==> src/rtl/vespa_int_pkg.sv <==
// Shared definitions for the VeSPA interrupt controller: register offsets,
// FSM state encoding, line count and the STATUS register layout.
package vespa_int_pkg;

    // Line count is fixed by the 2-bit CPU interrupt number
    localparam int N_IRQ = 4;

    // Word offsets from the controller base address
    localparam int unsigned REG_MASK    = 0;
    localparam int unsigned REG_PENDING = 1;
    localparam int unsigned REG_STATUS  = 2;

    typedef enum logic [1:0] {
        ST_IDLE    = 2'd0,
        ST_REQUEST = 2'd1,
        ST_SERVICE = 2'd2
    } intState_t;

    // STATUS read layout: {28'b0, state[1:0], activeNum[1:0]}
    typedef struct packed {
        logic [27:0] reserved;
        intState_t   state;
        logic [1:0]  activeNum;
    } statusWord_t;

endpackage

==> src/rtl/vespa_int_controller_irq_edge_detect.sv <==
// Per-line two-flop synchroniser followed by a third flop for rising-edge
// detection. Output is a one-cycle pulse per synchronised rising edge.
module irq_edge_detect #(
    parameter int WIDTH = 4
) (
    input  logic             i_Clk,
    input  logic             i_Rst,
    input  logic [WIDTH-1:0] i_Lines,
    output logic [WIDTH-1:0] o_Edge
);

    logic [WIDTH-1:0] sync1;
    logic [WIDTH-1:0] sync2;
    logic [WIDTH-1:0] sync3;

    // Synchroniser chain plus the delayed copy used for edge detection
    always_ff @(posedge i_Clk or posedge i_Rst) begin
        if (i_Rst) begin
            sync1 <= '0;
            sync2 <= '0;
            sync3 <= '0;
        end else begin
            sync1 <= i_Lines;
            sync2 <= sync1;
            sync3 <= sync2;
        end
    end

    for (genvar gi = 0; gi < WIDTH; gi++) begin : g_edge
        assign o_Edge[gi] = sync2[gi] & ~sync3[gi];
    end

endmodule

==> src/rtl/vespa_int_controller.sv <==
// Memory-mapped interrupt controller for the VeSPA CPU: latches synchronised
// rising edges into a pending register, arbitrates by fixed priority (line 0
// highest) and runs the request/service handshake with the CPU.
module vespa_int_controller #(
    parameter int              DATA_W    = 32,
    parameter logic [DATA_W-1:0] BASE_ADDR = 'h0000_FF00,
    parameter int              N_IRQ     = vespa_int_pkg::N_IRQ
) (
    input  logic              i_Clk,
    input  logic              i_Rst,
    input  logic [N_IRQ-1:0]  i_IrqLines,
    input  logic              i_WEnable,
    input  logic [DATA_W-1:0] i_WAddr,
    input  logic [DATA_W-1:0] i_WData,
    input  logic              i_REnable,
    input  logic [DATA_W-1:0] i_RAddr,
    output logic [DATA_W-1:0] o_RData,
    output logic              o_IntRequest,
    output logic [1:0]        o_IntNumber,
    output logic              o_IntPending,
    input  logic              i_IntAckAttended,
    input  logic              i_IntAckComplete
);

    import vespa_int_pkg::*;

    localparam logic [DATA_W-1:0] MASK_ADDR    = BASE_ADDR + DATA_W'(REG_MASK);
    localparam logic [DATA_W-1:0] PENDING_ADDR = BASE_ADDR + DATA_W'(REG_PENDING);
    localparam logic [DATA_W-1:0] STATUS_ADDR  = BASE_ADDR + DATA_W'(REG_STATUS);

    logic [N_IRQ-1:0] irqEdge;
    logic [N_IRQ-1:0] pendingReg;
    logic [N_IRQ-1:0] pendingNext;
    logic [N_IRQ-1:0] maskReg;
    logic [N_IRQ-1:0] eligible;
    logic [N_IRQ-1:0] ackClear;
    logic [N_IRQ-1:0] busClear;
    logic [1:0]       winner;
    logic [1:0]       activeNum;
    intState_t        state;
    statusWord_t      statusWord;
    logic             unusedWData;

    irq_edge_detect #(
        .WIDTH (N_IRQ)
    ) u_edgeDetect (
        .i_Clk   (i_Clk),
        .i_Rst   (i_Rst),
        .i_Lines (i_IrqLines),
        .o_Edge  (irqEdge)
    );

    assign unusedWData = ^i_WData[DATA_W-1:N_IRQ];
    assign eligible    = pendingReg & maskReg;
    assign statusWord  = '{reserved: '0, state: state, activeNum: activeNum};

    // Clears from the CPU accepting the active line and from bus W1C; a
    // coincident new edge takes priority over either clear
    always_comb begin
        ackClear = '0;
        if (state == ST_REQUEST && i_IntAckAttended) begin
            ackClear[activeNum] = 1'b1;
        end
        busClear = '0;
        if (i_WEnable && i_WAddr == PENDING_ADDR) begin
            busClear = i_WData[N_IRQ-1:0];
        end
        pendingNext = (pendingReg & ~(ackClear | busClear)) | irqEdge;
    end

    // Fixed priority: lowest set index wins
    always_comb begin
        winner = '0;
        for (int i = N_IRQ - 1; i >= 0; i--) begin
            if (eligible[i]) begin
                winner = i[1:0];
            end
        end
    end

    // Pending and mask registers
    always_ff @(posedge i_Clk or posedge i_Rst) begin
        if (i_Rst) begin
            pendingReg <= '0;
            maskReg    <= '0;
        end else begin
            pendingReg <= pendingNext;
            if (i_WEnable && i_WAddr == MASK_ADDR) begin
                maskReg <= i_WData[N_IRQ-1:0];
            end
        end
    end

    // Request/service handshake; once a request is raised it is held until acked
    always_ff @(posedge i_Clk or posedge i_Rst) begin
        if (i_Rst) begin
            state        <= ST_IDLE;
            activeNum    <= '0;
            o_IntRequest <= 1'b0;
            o_IntNumber  <= '0;
            o_IntPending <= 1'b0;
        end else begin
            case (state)
                ST_IDLE: begin
                    if (eligible != '0) begin
                        state        <= ST_REQUEST;
                        activeNum    <= winner;
                        o_IntRequest <= 1'b1;
                        o_IntNumber  <= winner;
                    end
                end
                ST_REQUEST: begin
                    if (i_IntAckAttended) begin
                        state        <= ST_SERVICE;
                        o_IntRequest <= 1'b0;
                        o_IntPending <= 1'b1;
                    end
                end
                ST_SERVICE: begin
                    if (i_IntAckComplete) begin
                        state        <= ST_IDLE;
                        o_IntPending <= 1'b0;
                    end
                end
                default: begin
                    state        <= ST_IDLE;
                    o_IntRequest <= 1'b0;
                    o_IntPending <= 1'b0;
                end
            endcase
        end
    end

    // Registered read port; returns pre-write values and zero when not selected
    always_ff @(posedge i_Clk or posedge i_Rst) begin
        if (i_Rst) begin
            o_RData <= '0;
        end else if (i_REnable) begin
            case (i_RAddr)
                MASK_ADDR:    o_RData <= {{(DATA_W - N_IRQ){1'b0}}, maskReg};
                PENDING_ADDR: o_RData <= {{(DATA_W - N_IRQ){1'b0}}, pendingReg};
                STATUS_ADDR:  o_RData <= DATA_W'(statusWord);
                default:      o_RData <= '0;
            endcase
        end else begin
            o_RData <= '0;
        end
    end

endmodule
==> config.mk <==
export PLATFORM = sky130hd
export DESIGN_NAME = vespa_int_controller
export DESIGN_NICKNAME = d
export VERILOG_FILES = /design/src/rtl/vespa_int_pkg.sv /design/src/rtl/vespa_int_controller_irq_edge_detect.sv /design/src/rtl/vespa_int_controller.sv
export SDC_FILE = /design/constraint.sdc
export NUM_CORES = 1
export LEC_CHECK = 0
export CORE_MARGIN = 3
export CORE_UTILIZATION = 34
export CTS_CLUSTER_SIZE = 40
export DETAILED_ROUTE_END_ITERATION = 12
export HOLD_SLACK_MARGIN = 0.03
export PLACE_DENSITY = 0.87
export SETUP_SLACK_MARGIN = 0.15
export SLEW_MARGIN = 20
export SYNTH_ARGS = -nofsm -noshare
export SYNTH_HDL_FRONTEND = slang
export SYNTH_SLANG_ARGS = --single-unit
==> constraint.sdc <==
create_clock -name i_Clk -period 2.6 [get_ports i_Clk]
set_clock_uncertainty 0.15 [all_clocks]
set_input_delay 0.39 -clock i_Clk [delete_from_list [all_inputs] [get_ports i_Clk]]
set_output_delay 0.39 -clock i_Clk [all_outputs]
set_load 0.005 [all_outputs]
---- Word level (Yosys, flattened, before mapping) ----
Index checks and enable logic that the tools add are counted.
word-level totals
  register bits after elaboration ......... 58
  bits of input ports ..................... 106
  output and inout bits ................... 36
  logic and storage cells ................. 67
cells by class
  order comparisons ....................... 2
  equality and inequality tests ........... 10
  muxes and demuxes ....................... 20
  bitwise operators ....................... 15
  reduce and logical (&&, ||, !) cells .... 10
operators by type and width
  kind                                                                                 number
  32-bit by 16-bit equality test with 1-bit output, second input constant              5
  32-bit two-way mux                                                                   1
  2-bit two-way mux                                                                    7
  4-bit one-hot mux with 3 select lines                                                1
  3-bit AND reduction                                                                  3
  4-bit AND                                                                            2
  4-bit two-way mux                                                                    2
  4-bit bitwise OR                                                                     2
  2-bit inequality test, second input constant                                         3
  1-bit NOT                                                                            6
  1-bit one-hot mux with 3 select lines                                                2
  2-bit one-hot mux with 3 select lines                                                1
  1-bit two-way mux                                                                    5
  1-bit AND                                                                            4
  1-bit logical AND                                                                    4
  4-bit NOT                                                                            1
  4-bit nonzero test                                                                   1
  2-bit by 3-bit < comparator with 1-bit output, second input constant                 1
  1-bit demux with 2-bit select                                                        1
  2-bit by 1-bit equality test with 1-bit output, second input constant                1
  2-bit equality test, second input constant                                           1
  2-bit by 1-bit greater-or-equal comparator with 1-bit output, second input constant  1
  2-bit logical NOT                                                                    1
  2-bit AND reduction                                                                  1

---- Depth between registers and ports, before layout ----
Gate-level depths: netlist of the first run.
  depth after elaboration ................. 9
  mapped depth ............................ 5
  depth with buffers taken out ............ 4

---- Cells and area by module ----
Synthesis of the first run repeated with hierarchy kept, for this count alone.
unflattened totals
  cell total of the unflattened synthesis .. 154
  area, all modules ....................... 1621.6 µm²
by module, submodules not included
  module                times used  cells each  area an instance (µm²)  sequential area each (µm²)
  vespa_int_controller  1           137         1262.5                  450.4
  irq_edge_detect       1           17          359.1                   300.3

---- Least setup slack after synthesis of the first run ----
OpenSTA, ideal clock, no wires.
  kind .................................... input-to-reg
  start ................................... input port i_WAddr[21]
  end ..................................... register maskReg[0]
  library setup time ...................... 0.125 ns
  arrival ................................. 1.496 ns
  data required time ...................... 2.325 ns
  setup slack ............................. 0.829 ns
  cell stages on the path ................. 4
  path buffers ............................ 0
  path through ............................ nor4_2 > nand4_2 > nor3_4 > mux2_4
between the ends
  longest elaborated chain between the ends .. 2
ends and longest elaborated chain
  item                                              line                        source
  from (decl)                                       vespa_int_controller.sv:13  input logic [DATA_W-1:0] i_WAddr,
  32-bit by 16-bit equality test with 1-bit output  vespa_int_controller.sv:88  if (i_WEnable && i_WAddr == MASK_ADDR) begin
  1-bit logical AND                                 vespa_int_controller.sv:88
  to (signal assigned)                              vespa_int_controller.sv:89  maskReg <= i_WData[N_IRQ-1:0];
  to (decl)                                         vespa_int_controller.sv:34  logic [N_IRQ-1:0] maskReg;
Every way passes these cells.
A chain may end at the register's enable or synchronous reset.

---- Worst setup path after layout of the first run ----
  start ................................... input port i_WAddr[5]
  end ..................................... register maskReg[1]
Same word-level chain as after synthesis.

==> results of run 1 <==
[power groups by stage]
stage	clock network, mW	logic [mW]	registers [mW]
global route	0.498	0.198	0.496
global placement	0	0.176	0.502
detailed placement	0	0.181	0.504
floorplan	0	0.0763	0.499
CTS	0.475	0.181	0.495
finish	0.463	0.180	0.495
[worst max-delay path by stage]
stage                     start         end  slack [ps]  cells past startpoint
global placement    i_WAddr[16]  maskReg[3]         330                      5
detailed placement   i_WAddr[5]  maskReg[1]         290                      5
floorplan           i_WAddr[21]  maskReg[0]         830                      4
global route         i_WAddr[5]  maskReg[3]         530                      5
CTS                  i_WAddr[5]  maskReg[0]         600                      5
finish               i_WAddr[5]  maskReg[1]         600                      5
[worst reg2reg max path, stage by stage, from the launching register on]
cell and delay, ps:
dfrtp_1 450, inv_1 120, nand3_1 170, o31ai_1 290
o22ai_1 130
[Yosys cell counts, drive strengths merged (5+ instances only)]
master  instances  area, um2
a21oi           5       25.0
buf            28        210
dfrtp          30        751
inv             7       26.3
nand2          14       52.6
nor2            5       18.8
nor3            7       46.3
nor4            8       68.8
o21ai           8       40.0
[through the flow]
| stage | worst slack [ps] | cells | hold WS (ps) | instance area [um2] | util, % |
|---|---|---|---|---|---|
| 2_1_floorplan | 829 | 180 | 181 | 1700 | - |
| 3_3_place_gp | 326 | 288 | 183 | 2400 | 54.1 |
| 3_5_place_dp | 285 | 288 | 186 | 2400 | 54.1 |
| 4_1_cts | 602 | 296 | 202 | 2520 | 56.6 |
| 5_1_grt | 528 | 296 | 205 | 2520 | 56.6 |
| 6_report | 602 | 296 | 199 | 2520 | 56.6 |
[layout make-up]
| cell class | instances | share of cell area, % |
|---|---|---|
| clock buffers | 5 | 2.73 |
| clock inverters | 3 | 1.79 |
| inverters | 7 | 1.04 |
| multi-input cells | 113 | 27.9 |
| flip-flops and latches | 30 | 29.8 |
| well taps | 52 | 2.58 |
| repair buffers | 86 | 34.1 |
[registers in the layout (all words and copies together), names as in the netlist]
register,count
u_edgeDetect.sync2,4
o_IntRequest,1
u_edgeDetect.sync1,4
o_IntPending,1
u_edgeDetect.sync3,4
pendingReg,4
o_RData,4
maskReg,4
activeNum,2
state,2
[kinds of logic (layout without fill, tap and decap cells)]
group	Yosys count	in the layout	share of synthesized area, %
AO/OA/AOI/OAI	25	25	9.64
buffers and inverters	37	101	15.3
flip-flops	30	30	47.0
multiplexers	8	8	6.27
other	1	28	0.235
AND/OR/NAND/NOR	52	52	21.6
[cells in the final DEF (no fill, tap or decap), types with 2 or more instances in the layout]
cell	synthesis	routed
clkdlybuf4s50_1	0	85
dfrtp_1	30	30
conb_1	1	28
nand2_1	14	14
o21ai_0	8	8
inv_1	7	7
nor3_1	6	6
nor4_1	5	5
nor2_1	5	5
a21oi_1	5	5
clkbuf_8	0	5
mux2_4	4	4
o22ai_1	4	4
mux2i_1	4	4
and2_1	4	4
nor4_2	3	3
nand4_1	3	3
o31ai_1	3	3
nor4b_1	2	2
clkinvlp_4	0	2
[routing by layer]
| metal | global-route usage [%] | share of wire [%] | vias to the layer above |
|---|---|---|---|
| li1 | - | - | 670 |
| met5 | 0 | 0 | - |
| met1 | 12.8 | 33 | 648 |
| met3 | 5.41 | 9.7 | 2 |
| met4 | 2.96 | 0.33 | 0 |
| met2 | 26.3 | 56 | 69 |
==> results_dict.tcl, run 1 <==
set metrics [dict create \
    initial_core_util_pct 35.9 \
    die_area_um2 5550 \
    yosysUniqueCellTypes 34 \
    synth_area_per_cell_um2 10.4 \
    diodes 0 \
    power.internal_mw 0.890 \
    path_class "input port to flop" \
    vias 1389 \
    max_freq_mhz 500 \
    hold_start "u_edgeDetect.sync1[2]" \
    crit_chain "clkdlybuf4s50_1, nor4_1, nand4_1, nor3_4, mux2_4" \
    cap_violations 0 \
    ff_latch_area_um2 751 \
    coreArea_um2 4440 \
    hold_depth 0 \
    ys_seq_area_share_pct 47.0 \
    holdPathEnd "u_edgeDetect.sync2[2]" \
    hold_violations 0 \
    post_cts_buffers 0 \
    max-clock-path-buffers 2 \
    path_delay_family "simple AND/OR/NAND/NOR gates" \
    cp.required_ps 2620 \
    cts_tree "done" \
    p_seq_share_pct 43.5 \
    rr_startpoint "state[1]" \
    finalCritPeriodShare_pct 76.9 \
    critPathMaxFanout 5 \
    crit_path_start_kind "input port" \
    wire_per_inst_um 12.4 \
    die_w_um 74.5 \
    wirelength_um 3680 \
    cts_buffers 5 \
    end_kind "flop" \
    status "complete, no violations" \
    hold_path.class "flop to flop" \
    cts.htree.levels 2 \
    antenna_found_initial 0 \
    portBuffers 85 \
    yosys_warnings 0 \
    crit_buf_inv 1 \
    p_clk_share_pct 40.7 \
    synth_ff_type "dfrtp_1" \
    multi_input_area_um2 703 \
    finalSetupViolations 0 \
    p_per_area_nw_per_um2 452 \
    cts_sinks 30 \
    dp_hpwl_um 3100 \
    reg2reg_depth 4 \
    min_period_ps 2000 \
    finalSetupTns_ps 0 \
    globalRouteTotalUtil_pct 13.4 \
    clk_pin_slew_ps 70 \
    cts_resized 0 \
    hold_buffers 0 \
    area_growth_pct 57.7 \
    async_reset_ff_share_pct 100 \
    cp.arrival_ps 2020 \
    nFillCells 383 \
    grt_max_degree 31 \
    power_mw 1.14 \
    synthCells 153 \
    clkLatencyLatePin_ps 280 \
    drv_slew 0 \
    synth-seq-cells 30 \
    combPwrFrac_pct 15.8 \
    place_congestion 0.819 \
    critPathMaxStageDelay_ps 410 \
    leakagePower_nw 1.05 \
    grt-ovfl-total 0 \
    fin_nets 349 \
    switching_power_mw 0.247 \
    ant_nets 0 \
    avgViaCountPerCell 4.69 \
    drtIter0Drc 79 \
    ios 142 \
    critical_path.slowest_cell "clkdlybuf4s50_1" \
    drc_errors 0 \
    netlist_area_um2 1600 \
    r2r_setup_slack_ps 1160 \
    die_y_um 74.5 \
    root_buffer "clkbuf_8" \
    synth-edff-count 0 \
    rsz0062_at_grt "false" \
    grt_pass1_vias 1300 \
    r2r_end "pendingReg[1]" \
    drive_gt1_share_pct 8.61 \
    grt_first_pass_wirelength_um 5530 \
    num_rows 24 \
    switching_share_pct 21.7 \
    vdd_drop_max_v 0.000300 \
    firstDrtPassIters 4 \
]
Note: power is estimated with default switching activity, not from simulation.
==> run 2: changes to the inputs <==
- CORE_UTILIZATION: 34 -> 31
- PLACE_DENSITY: 0.87 -> 0.8
- clock period: 2.6 -> 1.9 ns (I/O delays scaled with it)
==> run 2 against run 1 <==
Net effect:
- cell count grew 6.1%
- non-clock buffer count increased by 3
- via count is 1.1% higher
- critical path type unchanged
- routed wire length up 5.9%
- worst setup slack got worse by 390 ps
- largest power group unchanged
- sequential power increased by 37%
==> results_dict.tcl, run 2 (same netlist as run 1, synthesis figures left out) <==
set metrics [dict create \
    status "complete, no violations" \
    path_delay_family "simple AND/OR/NAND/NOR gates" \
    rsz0062_at_grt "true" \
    reg2reg_depth 4 \
    holdPathEnd "u_edgeDetect.sync2[1]" \
    rr_startpoint "state[1]" \
    fin_nets 352 \
    cp.arrival_ps 1710 \
    die_area_um2 6050 \
    crit_path_start_kind "input port" \
    ff_latch_area_um2 752 \
    multi_input_area_um2 703 \
    ios 142 \
    diodes 0 \
    globalRouteTotalUtil_pct 13.0 \
    drc_errors 0 \
    firstDrtPassIters 4 \
    finalSetupViolations 0 \
    cts.htree.levels 2 \
    grt_first_pass_wirelength_um 6160 \
    ant_nets 0 \
    final_cell_mix "56 x clkdlybuf4s50_1, 29 x dfrtp_1, 28 x conb_1" \
    post_cts_buffers 0 \
    area_growth_pct 60.4 \
    cts_sinks 30 \
    wirelength_um 3890 \
    initial_core_util_pct 32.9 \
    cts_tree "done" \
    stdcell_area_um2 2560 \
    cap_violations 0 \
    max_freq_mhz 591 \
    crit_buf_inv 1 \
    critical_path.slowest_cell "clkdlybuf4s50_1" \
    whs_ps 200 \
    avgViaCountPerCell 4.47 \
    utilization_pct 52.8 \
    grt-ovfl-total 0 \
    clkLatencyLatePin_ps 280 \
    cp.required_ps 1920 \
    finalCritPeriodShare_pct 89.0 \
    place_congestion 0.815 \
    portBuffers 85 \
    final_common_cell "clkdlybuf4s50_1" \
    max-clock-path-buffers 2 \
    num_rows 25 \
    die_y_um 77.8 \
    coreArea_um2 4850 \
    hold_path.class "flop to flop" \
    hold_depth 0 \
    clk_pin_slew_ps 60 \
    root_buffer "clkbuf_8" \
    antenna_found_initial 0 \
    path_class "input port to flop" \
    finalSetupTns_ps 0 \
    dp_hpwl_um 3230 \
    p_per_area_nw_per_um2 584 \
    end_kind "flop" \
    cts_buffers 5 \
    r2r_setup_slack_ps 450 \
    leakagePower_nw 1.20 \
    hold_start "u_edgeDetect.sync1[1]" \
    crit_chain "clkdlybuf4s50_1, and4b_1, nand4_1, nor3_4, mux2_4" \
    nFillCells 464 \
    r2r_end "pendingReg[1]" \
    wire_per_inst_um 12.4 \
    power_mw 1.50 \
    vias 1404 \
    drv_slew 0 \
    critPathMaxStageDelay_ps 450 \
    hold_buffers 0 \
    hold_violations 0 \
    min_period_ps 1690 \
    critPathMaxFanout 4 \
    vdd_drop_max_v 0.000434 \
    die_w_um 77.8 \
    dpl_cell_area_um2 2440 \
    drtIter0Drc 45 \
    grt_max_degree 31 \
    grt_pass1_vias 1432 \
    drive_gt1_share_pct 10.1 \
]
run 2: changes by cell type in the layout (fill, tap and decap cells not counted), sizes merged:
| cell | previous run | this run |
|---|---|---|
| buf | 1 | 4 |
| bufinv | 1 | 0 |
| clkbuf | 5 | 8 |
| clkdlybuf4s50 | 85 | 56 |
| clkinvlp | 2 | 0 |
| dlygate4sd2 | 0 | 18 |
| dlymetal6s2s | 0 | 11 |
run 2: where the power goes:
part | leakage [nW] | switching, mW | internal, mW
Sequential | 0.359 | 0.0158 | 0.661
Combinational | 0.782 | 0.0791 | 0.151
Clock | 0.0575 | 0.224 | 0.365
Total | 1.20 | 0.318 | 1.18
run 2: how the worst max path moves through the flow:
stage           startpoint          to  slack (ps)  cells past startpoint
6_report        i_WAddr[9]  maskReg[1]         210                      5
5_1_grt        i_WAddr[18]  maskReg[2]         140                      5
4_1_cts         i_WAddr[9]  maskReg[1]         150                      5
3_5_place_dp   i_WAddr[29]  maskReg[1]        -230                      5
3_3_place_gp   i_WAddr[16]  maskReg[2]        -220                      5
2_1_floorplan  i_WAddr[21]  maskReg[0]         230                      4
run 2: layout make-up:
| type | count | share of cell area, % |
|---|---|---|
| multi-input cells | 113 | 27.5 |
| clock buffers | 8 | 4.30 |
| well taps | 67 | 3.27 |
| flip-flops and latches | 30 | 29.4 |
| repair buffers | 89 | 34.6 |
| inverters | 7 | 1.03 |
run 2: repair_timing:
item / CTS / global route
endpoints found under the hold margin: 0 / 0
endpoints found under the setup margin: 4 / 6
gates resized for setup: 18 / 12
pin swaps: 10 / 8
run 2: per-layer routing:
| metal | vias to the layer above | GRT usage (%) | part of all wire (%) |
|---|---|---|---|
| li1 | 675 | - | - |
| met1 | 636 | 13.6 | 37 |
| met2 | 86 | 22.1 | 48 |
| met3 | 7 | 5.68 | 13 |
| met4 | 0 | 6.05 | 2.0 |
| met5 | - | 0 | 0 |
run 2: metrics by stage:
| stage | instances | setup WS, ps |
|---|---|---|
| floorplan | 180 | 234 |
| global placement | 306 | -216 |
| detailed placement | 306 | -234 |
| CTS | 314 | 150 |
| global route | 314 | 145 |
| finish | 314 | 208 |
run 2: worst register-to-register path: stages, from the launching register on:
cell and delay, ps:
dfrtp_1 450, inv_1 130, nand3_1 180, o31ai_1 290, o22ai_1 120
